## config.mk

```make
export PLATFORM = sky130hd
export DESIGN_NAME = pooling_input_ctrl
export DESIGN_NICKNAME = d
export VERILOG_FILES = /design/src/rtl/pooling_pkg.sv /design/src/rtl/pooling_wrap_counter.sv /design/src/rtl/pooling_input_ctrl.sv
export SDC_FILE = /design/constraint.sdc
export NUM_CORES = 1
export LEC_CHECK = 0
export CELL_PAD_IN_SITES_DETAIL_PLACEMENT = 1
export CELL_PAD_IN_SITES_GLOBAL_PLACEMENT = 2
export CORE_MARGIN = 1.5
export CORE_UTILIZATION = 25
export CTS_CLUSTER_SIZE = 20
export DETAILED_ROUTE_END_ITERATION = 8
export PLACE_DENSITY = 0.73
export SKIP_CTS_REPAIR_TIMING = 1
export SYNTH_ARGS = -nofsm -noshare
export SYNTH_HDL_FRONTEND = slang
export SYNTH_HIERARCHICAL = 1
export SYNTH_SLANG_ARGS = --single-unit
```

## constraint.sdc

```tcl
create_clock -name clk -period 3.65 [get_ports clk]
set_input_delay 0.73 -clock clk [delete_from_list [all_inputs] [get_ports clk]]
set_output_delay 0.73 -clock clk [all_outputs]
set_load 0.05 [all_outputs]
```

## src/rtl/pooling_pkg.sv

```systemverilog
// Shared definitions for the pooling input controller: state encoding,
// default geometry and a counter-width helper.
package pooling_pkg;

  localparam int DEF_KERNEL_SIZE = 6;
  localparam int DEF_ROW_WIDTH   = 3;
  localparam int DEF_NUM_ROWS    = 6;
  localparam int DEF_POOL_SIZE   = 2;
  localparam int PERF_CNT_WIDTH  = 16;

  typedef enum logic [1:0] {
    ST_IDLE  = 2'd0,
    ST_FETCH = 2'd1,
    ST_SHIFT = 2'd2,
    ST_DONE  = 2'd3
  } pool_state_e;

  // Bits needed to count 0..n-1; never less than one bit.
  function automatic int cnt_width(input int n);
    return (n <= 2) ? 1 : $clog2(n);
  endfunction

endpackage

```

## src/rtl/pooling_wrap_counter.sv

```systemverilog
// Enabled up-counter that returns to zero after reaching a terminal value;
// wrap flags the enabled cycle in which that happens.
module pooling_wrap_counter #(
  parameter int WIDTH = 3
) (
  input  logic             clk,
  input  logic             rst_n,
  input  logic             en,
  input  logic [WIDTH-1:0] term,
  output logic [WIDTH-1:0] count,
  output logic             wrap
);

  logic [WIDTH-1:0] count_q;
  logic [WIDTH-1:0] count_d;

  always_comb begin
    count_d = count_q;
    if (en) begin
      count_d = (count_q == term) ? '0 : count_q + 1'b1;
    end
  end

  always_ff @(posedge clk or negedge rst_n) begin
    if (!rst_n) begin
      count_q <= '0;
    end else begin
      count_q <= count_d;
    end
  end

  assign count = count_q;
  assign wrap  = en & (count_q == term);

endmodule

```

## src/rtl/pooling_input_ctrl.sv

```systemverilog
// Row fetch / shift sequencer feeding a pooling shift buffer.
// Optional perf counters (fetch stalls, completed passes) under POOLING_CTRL_PERF_EN.
module pooling_input_ctrl
  import pooling_pkg::*;
#(
  parameter int KERNEL_SIZE = DEF_KERNEL_SIZE,
  parameter int ROW_WIDTH   = DEF_ROW_WIDTH,
  parameter int NUM_ROWS    = DEF_NUM_ROWS,
  parameter int POOL_SIZE   = DEF_POOL_SIZE
) (
  input  logic                 clk,
  input  logic                 rst_n,
  input  logic                 start,
  output logic                 rd_req,
  output logic [ROW_WIDTH-1:0] rd_addr,
  input  logic                 rd_ack,
  output logic                 input_valid,
  output logic [ROW_WIDTH-1:0] block_idx,
  output logic                 out_valid,
  output logic                 col_first,
  output logic                 row_first,
  output logic                 win_last,
  output logic                 busy,
  output logic                 done
`ifdef POOLING_CTRL_PERF_EN
  ,
  output logic [PERF_CNT_WIDTH-1:0] fetch_wait_cnt,
  output logic [PERF_CNT_WIDTH-1:0] pass_cnt
`endif
);

  localparam int SHIFT_W = cnt_width(KERNEL_SIZE);
  localparam logic [SHIFT_W-1:0]   SHIFT_TERM = SHIFT_W'(KERNEL_SIZE - 1);
  localparam logic [ROW_WIDTH-1:0] ROW_TERM   = ROW_WIDTH'(NUM_ROWS - 1);

  pool_state_e          state_q;
  pool_state_e          state_d;
  logic                 shift_en;
  logic                 shift_wrap;
  logic [SHIFT_W-1:0]   shift_cnt;
  logic                 row_wrap;
  logic [ROW_WIDTH-1:0] row_cnt;
  logic                 row_last;
  logic                 col_phase0;
  logic                 col_phase_end;
  logic                 row_phase0;
  logic                 row_phase_end;

  // Word position inside the current row.
  pooling_wrap_counter #(
    .WIDTH (SHIFT_W)
  ) u_shift_cnt (
    .clk   (clk),
    .rst_n (rst_n),
    .en    (shift_en),
    .term  (SHIFT_TERM),
    .count (shift_cnt),
    .wrap  (shift_wrap)
  );

  // Row index advances when a row finishes shifting; it returns to zero
  // together with the move into DONE.
  pooling_wrap_counter #(
    .WIDTH (ROW_WIDTH)
  ) u_row_cnt (
    .clk   (clk),
    .rst_n (rst_n),
    .en    (shift_wrap),
    .term  (ROW_TERM),
    .count (row_cnt),
    .wrap  (row_wrap)
  );

  assign row_last = (row_cnt == ROW_TERM);

  always_ff @(posedge clk or negedge rst_n) begin
    if (!rst_n) begin
      state_q <= ST_IDLE;
    end else begin
      state_q <= state_d;
    end
  end

  always_comb begin
    state_d     = state_q;
    rd_req      = 1'b0;
    input_valid = 1'b0;
    out_valid   = 1'b0;
    shift_en    = 1'b0;
    busy        = 1'b0;
    done        = 1'b0;
    case (state_q)
      ST_IDLE: begin
        if (start) begin
          state_d = ST_FETCH;
        end
      end
      ST_FETCH: begin
        busy   = 1'b1;
        rd_req = 1'b1;
        if (rd_ack) begin
          input_valid = 1'b1;
          state_d     = ST_SHIFT;
        end
      end
      ST_SHIFT: begin
        busy      = 1'b1;
        out_valid = 1'b1;
        shift_en  = 1'b1;
        if (shift_wrap) begin
          state_d = row_last ? ST_DONE : ST_FETCH;
        end
      end
      ST_DONE: begin
        done    = 1'b1;
        state_d = ST_IDLE;
      end
      default: begin
        state_d = ST_IDLE;
      end
    endcase
  end

  assign col_phase0    = ((32'(shift_cnt) % POOL_SIZE) == 0);
  assign col_phase_end = ((32'(shift_cnt) % POOL_SIZE) == (POOL_SIZE - 1));
  assign row_phase0    = ((32'(row_cnt) % POOL_SIZE) == 0);
  assign row_phase_end = ((32'(row_cnt) % POOL_SIZE) == (POOL_SIZE - 1));

  assign rd_addr   = row_cnt;
  assign block_idx = row_cnt;
  assign col_first = out_valid & col_phase0;
  assign row_first = busy & row_phase0;
  assign win_last  = out_valid & col_phase_end & row_phase_end;

`ifdef POOLING_CTRL_PERF_EN
  logic [PERF_CNT_WIDTH-1:0] fetch_wait_cnt_q;
  logic [PERF_CNT_WIDTH-1:0] fetch_wait_cnt_d;
  logic [PERF_CNT_WIDTH-1:0] pass_cnt_q;
  logic [PERF_CNT_WIDTH-1:0] pass_cnt_d;

  // Both counters stick at all-ones rather than rolling over.
  always_comb begin
    fetch_wait_cnt_d = fetch_wait_cnt_q;
    pass_cnt_d       = pass_cnt_q;
    if (rd_req && !rd_ack && (fetch_wait_cnt_q != '1)) begin
      fetch_wait_cnt_d = fetch_wait_cnt_q + 1'b1;
    end
    if (done && (pass_cnt_q != '1)) begin
      pass_cnt_d = pass_cnt_q + 1'b1;
    end
  end

  always_ff @(posedge clk or negedge rst_n) begin
    if (!rst_n) begin
      fetch_wait_cnt_q <= '0;
      pass_cnt_q       <= '0;
    end else begin
      fetch_wait_cnt_q <= fetch_wait_cnt_d;
      pass_cnt_q       <= pass_cnt_d;
    end
  end

  assign fetch_wait_cnt = fetch_wait_cnt_q;
  assign pass_cnt       = pass_cnt_q;
`endif

endmodule
```

# Word-level counts from Yosys, hierarchy flattened
# Index checks and enable logic that the tools add are counted.
[word_totals]
reg_bits = 8
out_inout_bits = 14
elab_cells = 36
[classes]
add_sub_neg = 2
eq_ne = 8
n_mux = 13
bitwise = 5
reduce_logical = 5
[op_table]
columns = ["cell", "n"]
rows = [
  ["logical NOT 32 bit", 2],
  ["two-way mux 2 bit", 4],
  ["case mux 2 bit (4 select lines)", 1],
  ["adder 3 x 1 -> 3 bit (second input constant)", 2],
  ["equality test 3 bit (second input constant)", 2],
  ["two-way mux 1 bit", 6],
  ["two-way mux 3 bit", 2],
  ["inequality test 2 bit (second input constant)", 3],
  ["bitwise AND 1 bit", 5],
  ["equality test 2 bit (second input constant)", 2],
  ["AND reduction 3 bit", 1],
  ["equality test 2 x 1 -> 1 bit (second input constant)", 1],
  ["logical NOT 2 bit", 1],
  ["OR reduction 2 bit", 1],
]

# Logic depth before layout (Yosys ltp)
# Gate-level depths: netlist of run 1.
[depth]
ltp_word = 5
depth_mapped = 6
ltp_nobuf = 6

# Modules after synthesis
# The synthesis of run 1 kept the hierarchy.
[modules_own_cells]
columns = ["module", "instances", "cells_each", "area_per_inst_um2", "seq_area_each_um2"]
rows = [
  ["pooling_wrap_counter", 2, 21, 196.4, 75.1],
  ["pooling_input_ctrl", 1, 27, 244.0, 50.0],
]

# Worst setup path after synthesis of run 1
# No wires, ideal clock.
[synth_timing]
path_type = "register -> output"
start = "reg state_q[1]"
end = "out row_first"
t_arrival_ps = 1810
setup_slack_ps = 1110
path_stages_with_launch = 4
cell_sequence = "dfrtp_1 -> inv_1 -> ha_1 -> nor2b_1"
[synth_between]
elab_chain_cells = 4
[synth_lines]
columns = ["item", "line_no", "rtl"]
rows = [
  ["from (decl)", "pooling_input_ctrl.sv:36", "pool_state_e state_q;"],
  ["from (signal assigned)", "pooling_input_ctrl.sv:80", "state_q <= state_d;"],
  ["equality test 2 bit or equality test 2 x 1 -> 1 bit (tied branches)", "pooling_input_ctrl.sv:92", "case (state_q)"],
  ["OR reduction 2 bit (no source line) (*)", "n/a", ""],
  ["two-way mux 1 bit (*)", "pooling_input_ctrl.sv:92", ""],
  ["net busy", "pooling_input_ctrl.sv:23", "output logic busy,"],
  ["bitwise AND 1 bit (*)", "pooling_input_ctrl.sv:132", "assign row_first = busy & row_phase0;"],
  ["to (decl)", "pooling_input_ctrl.sv:21", "output logic row_first,"],
]
# Mark *: on every way through the listed nets, which the timed path passes. The rest lies on a longest branch.

# Final worst setup path of run 1
[layout_timing]
start = "in rd_ack"
end = "out input_valid"
[layout_between]
elab_chain_cells = 2
[layout_lines]
columns = ["item", "line_no", "rtl"]
rows = [
  ["from (decl)", "pooling_input_ctrl.sv:16", "input logic rd_ack,"],
  ["two-way mux 1 bit", "pooling_input_ctrl.sv:101", "if (rd_ack) begin"],
  ["two-way mux 1 bit", "pooling_input_ctrl.sv:92", ""],
  ["to (decl)", "pooling_input_ctrl.sv:17", "output logic input_valid,"],
]
# Every way passes these cells.

==> flow_summary.toml, run 1 <==
[grt]
antenna_found_initial = 0
globalRouteOverflowTotal = 0
track_usage = 0.125
grt_max_degree = 12
grt_pass1_wl_um = 2520
grt_pass1_vias = 583

[timing]
fin_crit_sh = 0.783
drv_slew = 0
worst_pin_slew_ns = 0.503
report.final.setup_viol = 0
finClkSkew_ns = 0.0128
tns_ns = 0
clock.fmax_mhz = 350
fin_crit_ns = 2.86
rsz0062_at_grt = "no"
slew_headroom = 0.664
hold_viol = 0

[setup_path]
worstReg2RegEnd = "state_q[0]$_DFFE_PN0P_"
cp.required_ns = 2.92
rrSetupSlack_ns = 1.64
endpoint_kind = "output port"
cp_cell_sequence = "clkdlybuf4s50_1, and2_2, clkdlybuf4s50_1"
r2r_cells = 7
crit_path_frequent_cell = "clkdlybuf4s50_1"
cp-endpoint = "input_valid"
reg2reg_from = "state_q[0]$_DFFE_PN0P_"
startpoint = "rd_ack"
cpPeakStageDelay_ns = 0.80
slowest_stage = "clkdlybuf4s50_1"
crit_type = "input port to output port"
worstPathArrival_ns = 2.13
start_kind = "input port"
cp_max_fo = 2

[layout]
drive_gt1_frac = 0.0625
area_growth_pct = 39.8
n_antenna_cell = 0
nNetsFinal = 109

[detailed_routing]
dr.pass1.iters = 4
drt_iter0_drc = 2
route.detailed.drc = 0
via_per_inst = 4.54
ant_nets = 0
vias = 563
wire_per_inst_um = 11.6
totalWireLength_um = 1440

[cts]
cts_tree = "yes"
clk_pin_slew_ns = 0.07
insertion_delay_ns = 0.26
clock_sinks = 8
clockBufferDepth = 2
numCtsBuffers = 3
ctsRootBufferMaster = "clkbuf_4"
htreeDepth = 1

[die]
design.die.area_mm2 = 0.00282
coreArea_mm2 = 0.00230
die_w_um = 53.1
rows = 17
die_y_um = 53.1
start_util = 0.273
ios = 18

[placement]
portBuffers = 17
gp_congestion = 0.731
hpwl_um = 1120

[logic_synthesis]
synth_cells = 68
syn_area_um2 = 628
postSynthAreaPerCell_um2 = 9.24
ys.warnings.count = 6

[min_path]
hp-class = "flop to flop"

[job]
max_cap_viol_count = 0

[status]
status = "finished clean"
## registers in the layout (all words and copies together), names as in the netlist
register / cells
state_q: 2
u_row_cnt/count: 3
u_shift_cnt/count: 3
## cell usage in the layout (no fill, tap or decap), types with 3 or more instances in the layout
cell and instances:
clkdlybuf4s50_1 17, ha_1 7, inv_1 6, xor2_1 6, nor3_1 4, clkbuf_4 3, and3_1 3, conb_1 12
nand2b_1 3, dfrtp_1 8
## critical path: cells and delay by family
family	cells	cell delay [ns]
buffers and inverters	2	1.26
and+or+nand+nor	1	0.14
## metal layers
| metal | vias up | global-route usage | share of wire |
|---|---|---|---|
| li1 | 278 | - | - |
| met1 | 264 | 0.169 | 0.49 |
| met2 | 17 | 0.188 | 0.45 |
| met3 | 4 | 0.00847 | 0.039 |
| met4 | 0 | 0.0897 | 0.024 |
| met5 | - | 0 | 0 |
## metrics by stage
| stage | hold WS (ns) | util | cell area [µm²] | instances | worst slack, ns |
|---|---|---|---|---|---|
| floorplan | 0.434 | - | 666 | 78 | 1.11 |
| global placement | 0.561 | 0.373 | 856 | 121 | 0.810 |
| detailed placement | 0.573 | 0.373 | 856 | 121 | 0.783 |
| CTS | 0.583 | 0.382 | 878 | 124 | 0.782 |
| global route | 0.623 | 0.382 | 878 | 124 | 0.717 |
| finish | 0.586 | 0.382 | 878 | 124 | 0.793 |
## final cells by class
cell class | count | area, µm²
multi-input cells | 61 | 420
repair buffers | 18 | 178
flip-flops and latches | 8 | 200
clock buffers | 3 | 22.5
well taps | 28 | 35.0
inverters | 6 | 22.5
fillers | 283 | 1420
## how the worst min path moves through the flow
stage / start / to / cells past startpoint
global placement: u_shift_cnt/count[1]$_DFFE_PN0P_ / u_shift_cnt/count[1]$_DFFE_PN0P_ / 2
CTS: u_shift_cnt/count[1]$_DFFE_PN0P_ / u_shift_cnt/count[1]$_DFFE_PN0P_ / 2
global route: u_shift_cnt/count[1]$_DFFE_PN0P_ / u_shift_cnt/count[1]$_DFFE_PN0P_ / 2
finish: u_shift_cnt/count[1]$_DFFE_PN0P_ / u_shift_cnt/count[1]$_DFFE_PN0P_ / 2
floorplan: rst_n / state_q[0]$_DFFE_PN0P_ / 0
detailed placement: u_shift_cnt/count[1]$_DFFE_PN0P_ / u_shift_cnt/count[1]$_DFFE_PN0P_ / 2
Power of run 1 is not shown: default switching activity piles up to over one toggle a cycle in this logic, so the estimate is an artifact.
==> run 2: changes to the inputs <==
==> constraint.sdc (replaced) <==
create_clock -name clk -period 2.7 [get_ports clk]
set_input_delay 0.54 -clock clk [delete_from_list [all_inputs] [get_ports clk]]
set_output_delay 0.54 -clock clk [all_outputs]
set_load 0.05 [all_outputs]
==> run 2 against run 1 <==
Clock-buffer cell count unchanged; non-clock buffer count increased by 1; global-route usage decreased by 0.58 points; clock skew decreased by 0.0083 ns; worst hold slack got worse by 0.014 ns; first-iteration DRC count decreased by 100%; sequential cell count unchanged; utilization increased by 0.22 points; routed wire length decreased by 3.0%; sequential share of layout area decreased by 0.13 points; via count increased by 2.8%; design area increased by 0.57%.
==> flow_summary.toml, run 2 (synthesis results as in run 1) <==
[status]
status = "finished clean"

[cts]
clk_pin_slew_ns = 0.06
ctsRootBufferMaster = "clkbuf_4"
clockBufferDepth = 2
htreeDepth = 1
numCtsBuffers = 3
insertion_delay_ns = 0.26
clock_sinks = 8
cts_tree = "yes"

[timing]
fin_crit_sh = 0.940
fin_crit_ns = 2.54
clock.fmax_mhz = 394
slew_headroom = 0.668
rsz0062_at_grt = "no"
finClkSkew_ns = 0.00451
tns_ns = 0
report.final.setup_viol = 0
worst_pin_slew_ns = 0.496
hold_viol = 0
drv_slew = 0

[setup_path]
start_kind = "flop"
worstReg2RegEnd = "state_q[0]$_DFFE_PN0P_"
rrSetupSlack_ns = 0.74
crit_type = "flop to output port"
r2r_cells = 8
startpoint = "state_q[0]$_DFFE_PN0P_"
cp_max_fo = 4
cp.required_ns = 2.16
worstPathArrival_ns = 2.00
reg2reg_from = "state_q[0]$_DFFE_PN0P_"
endpoint_kind = "output port"

[detailed_routing]
totalWireLength_um = 1390
drt_iter0_drc = 0
route.detailed.drc = 0
ant_nets = 0
dr.pass1.iters = 1
via_per_inst = 4.63
wire_per_inst_um = 11.1
vias = 579

[min_path]
hp-class = "input port to async pin"

[die]
rows = 17
die_y_um = 53.1
die_w_um = 53.1
ios = 18
design.die.area_mm2 = 0.00282
coreArea_mm2 = 0.00230
start_util = 0.273

[grt]
globalRouteOverflowTotal = 0
antenna_found_initial = 0
grt_pass1_wl_um = 2430
grt_max_degree = 11
track_usage = 0.120
grt_pass1_vias = 566

[layout]
n_antenna_cell = 0
final_common_cell = "clkdlybuf4s50_1"
drive_gt1_frac = 0.0825
area_growth_pct = 40.6
layout_common_cells = "clkdlybuf4s50_1 (16), conb_1 (12), dfrtp_1 (8)"
nNetsFinal = 110

[job]
max_cap_viol_count = 0

[placement]
gp_congestion = 0.737
portBuffers = 17
hpwl_um = 1120
-- run 2: changes by cell type in the layout (fill, tap and decap cells not counted) --
| cell | delta |
|---|---|
| buf_4 | +2 |
| clkdlybuf4s50_1 | -1 |
-- run 2: worst max path at each step --
| stage | slack [ns] | end |
|---|---|---|
| 4_1_cts | 0.14 | row_first |
| 5_1_grt | 0.05 | row_first |
| 3_5_place_dp | 0.42 | row_first |
| 6_report | 0.16 | row_first |
| 2_1_floorplan | 0.22 | state_q[0]$_DFFE_PN0P_ |
| 3_3_place_gp | 0.46 | row_first |
-- run 2: layout make-up --
| type | count | area [µm²] |
|---|---|---|
| inverters | 6 | 22.5 |
| fillers | 289 | 1410 |
| repair buffers | 19 | 183 |
| well taps | 28 | 35.0 |
| clock buffers | 3 | 22.5 |
| flip-flops and latches | 8 | 200 |
| multi-input cells | 61 | 420 |
-- run 2: layer usage --
layer / track usage / share of wire
met5: 0 / 0
met4: 0.0641 / 0.022
met3: 0.0169 / 0.026
met2: 0.185 / 0.47
met1: 0.159 / 0.48
-- run 2: per-stage QoR --
stage	cell area (µm²)	setup slack (ns)	hold slack [ns]	cells	utilization
after detailed placement	861	0.423	0.573	122	0.375
after global routing	883	0.0457	0.593	125	0.385
final	883	0.162	0.572	125	0.385
after floorplan	666	0.215	0.244	78	-
after global placement	861	0.458	0.559	122	0.375
after CTS	883	0.139	0.582	125	0.385
-- run 2: worst max-delay path, cell delays in order, from the launching register on --
cell,delay [ns]
dfrtp_1,0.40
inv_1,0.12
ha_1,0.30
nor2b_1,0.12
clkdlybuf4s50_1,0.80
Power of run 2 is left out for the same reason.
==> run 3: changes to the inputs <==
--- a/config.mk
+++ b/config.mk
@@ -8,7 +8,7 @@
 export CELL_PAD_IN_SITES_DETAIL_PLACEMENT = 1
 export CELL_PAD_IN_SITES_GLOBAL_PLACEMENT = 2
 export CORE_MARGIN = 1.5
-export CORE_UTILIZATION = 25
+export CORE_UTILIZATION = 24
 export CTS_CLUSTER_SIZE = 20
 export DETAILED_ROUTE_END_ITERATION = 8
 export PLACE_DENSITY = 0.73
==> constraint.sdc (replaced) <==
create_clock -name clk -period 2.2 [get_ports clk]
set_input_delay 0.44 -clock clk [delete_from_list [all_inputs] [get_ports clk]]
set_output_delay 0.44 -clock clk [all_outputs]
set_load 0.05 [all_outputs]
==> run 3 against run 2 <==
Worst hold slack lost 0.092 ns; clock skew fell by 0.0039 ns; sequential cell count did not move; first-iteration DRC count grew 5; non-clock buffer count rose by 1; sequential share of layout area is 1.6 points lower; register-to-register slack worse by 0.23 ns.
==> flow_summary.toml, run 3 (synthesis results as in run 1) <==
[setup_path]
crit_type = "flop to output port"
endpoint_kind = "output port"
cpPeakStageDelay_ns = 0.79
critPathBufInv = 1
cp_cell_sequence = "ha_1, clkdlybuf4s50_1"
start_kind = "flop"
cpLargestDelayFamily = "buffers and inverters"
worstPathArrival_ns = 1.66
cp.required_ns = 1.76
cp_max_fo = 6
slowest_stage = "clkdlybuf4s50_1"

[cts]
clk_pin_slew_ns = 0.06
cts_tree = "yes"
clock_sinks = 8
htreeDepth = 1
clockBufferDepth = 2
ctsRootBufferMaster = "clkbuf_4"
insertion_delay_ns = 0.25
numCtsBuffers = 3

[placement]
gp_congestion = 0.706
hpwl_um = 1160
dp_slack_ns = 0.364
portBuffers = 17

[detailed_routing]
wl_met1_um = 645
via_per_inst = 4.35
dr.pass1.iters = 3
ant_nets = 0
dr_wl_met3_um = 78
top_layer = "met4"
route.detailed.drc = 0
wire_per_inst_um = 11.4
drt_iter0_drc = 5
vias = 557
wl_met2_um = 725
totalWireLength_um = 1460

[layout]
area_growth_pct = 51.6
seqCellArea_um2 = 200
nNetsFinal = 111
layout_common_cells = "conb_1 (12), clkdlybuf4s50_1 (10), dfrtp_1 (8)"
multi_input_area_um2 = 432
final_common_cell = "conb_1"
n_antenna_cell = 0
fillCellCount = 313
drive_gt1_frac = 0.184

[timing]
tns_ns = 0
clock.fmax_mhz = 477
layout_setup_ws_ns = 0.105
fin_crit_ns = 2.10
finClkSkew_ns = 0.000571
report.final.setup_viol = 0
fin_crit_sh = 0.952
drv_slew = 0
hold_viol = 0
rsz0062_at_grt = "no"

[grt]
grt_pass1_wl_um = 2450
track_usage = 0.118
globalRouteOverflowTotal = 0
grt_pass1_vias = 544
antenna_found_initial = 0
grt_max_degree = 11

[die]
die_w_um = 54.2
design.die.area_mm2 = 0.00293
ios = 18
die_y_um = 54.2
rows = 18
start_util = 0.254
coreArea_mm2 = 0.00248

[job]
max_cap_viol_count = 0

[min_path]
hp-class = "input port to async pin"

[status]
status = "finished clean"
## run 3: cell types whose count changed in the layout (fill, tap and decap cells not counted), sizes merged
cell,change
buf,+7
clkdlybuf4s50,-6
## run 3: worst reg2reg max path, stage by stage, from the launching register on
cell and delay (ns):
dfrtp_1 0.41, inv_1 0.14, ha_2 0.19, nor4b_2 0.31
nand2b_1 0.19, and3_4 0.20, mux2i_1 0.17
## run 3: stage by stage
stage / util / instances / instance area, µm² / hold WS (ns)
after floorplan: - / 78 / 677 / 0.144
after global placement: 0.375 / 125 / 930 / 0.559
final: 0.384 / 128 / 952 / 0.480
after global routing: 0.384 / 128 / 952 / 0.505
after CTS: 0.384 / 128 / 952 / 0.484
after detailed placement: 0.375 / 125 / 930 / 0.583
## run 3: final cells by class
cell class,count,area share
inverter,6,0.0237
multi-input combinational,61,0.453
timing repair buffer,20,0.250
tap,30,0.0394
sequential,8,0.210
clock buffer,3,0.0237
## run 3: layer usage
metal  track usage  up-vias
met5             0        -
li1              -      286
met4        0.0625        0
met3        0.0250        2
met2         0.199       10
met1         0.138      259
## run 3: worst paths after layout
| path | start | end | slack, ns | cells past startpoint |
|---|---|---|---|---|
| max | state_q[1]$_DFFE_PN0P_ | done | 0.10 | 2 |
| max in group asynchronous | rst_n | state_q[1]$_DFFE_PN0P_ | 1.44 | 1 |
| min in group clk | u_shift_cnt/count[1]$_DFFE_PN0P_ | u_shift_cnt/count[1]$_DFFE_PN0P_ | 0.59 | 2 |
| min | rst_n | u_shift_cnt/count[2]$_DFFE_PN0P_ | 0.48 | 1 |
| max reg2reg | state_q[0]$_DFFE_PN0P_ | state_q[0]$_DFFE_PN0P_ | 0.51 | 6 |
| min reg2reg | u_shift_cnt/count[1]$_DFFE_PN0P_ | u_shift_cnt/count[1]$_DFFE_PN0P_ | 0.59 | 2 |
Power of run 3 is left out for the same reason.
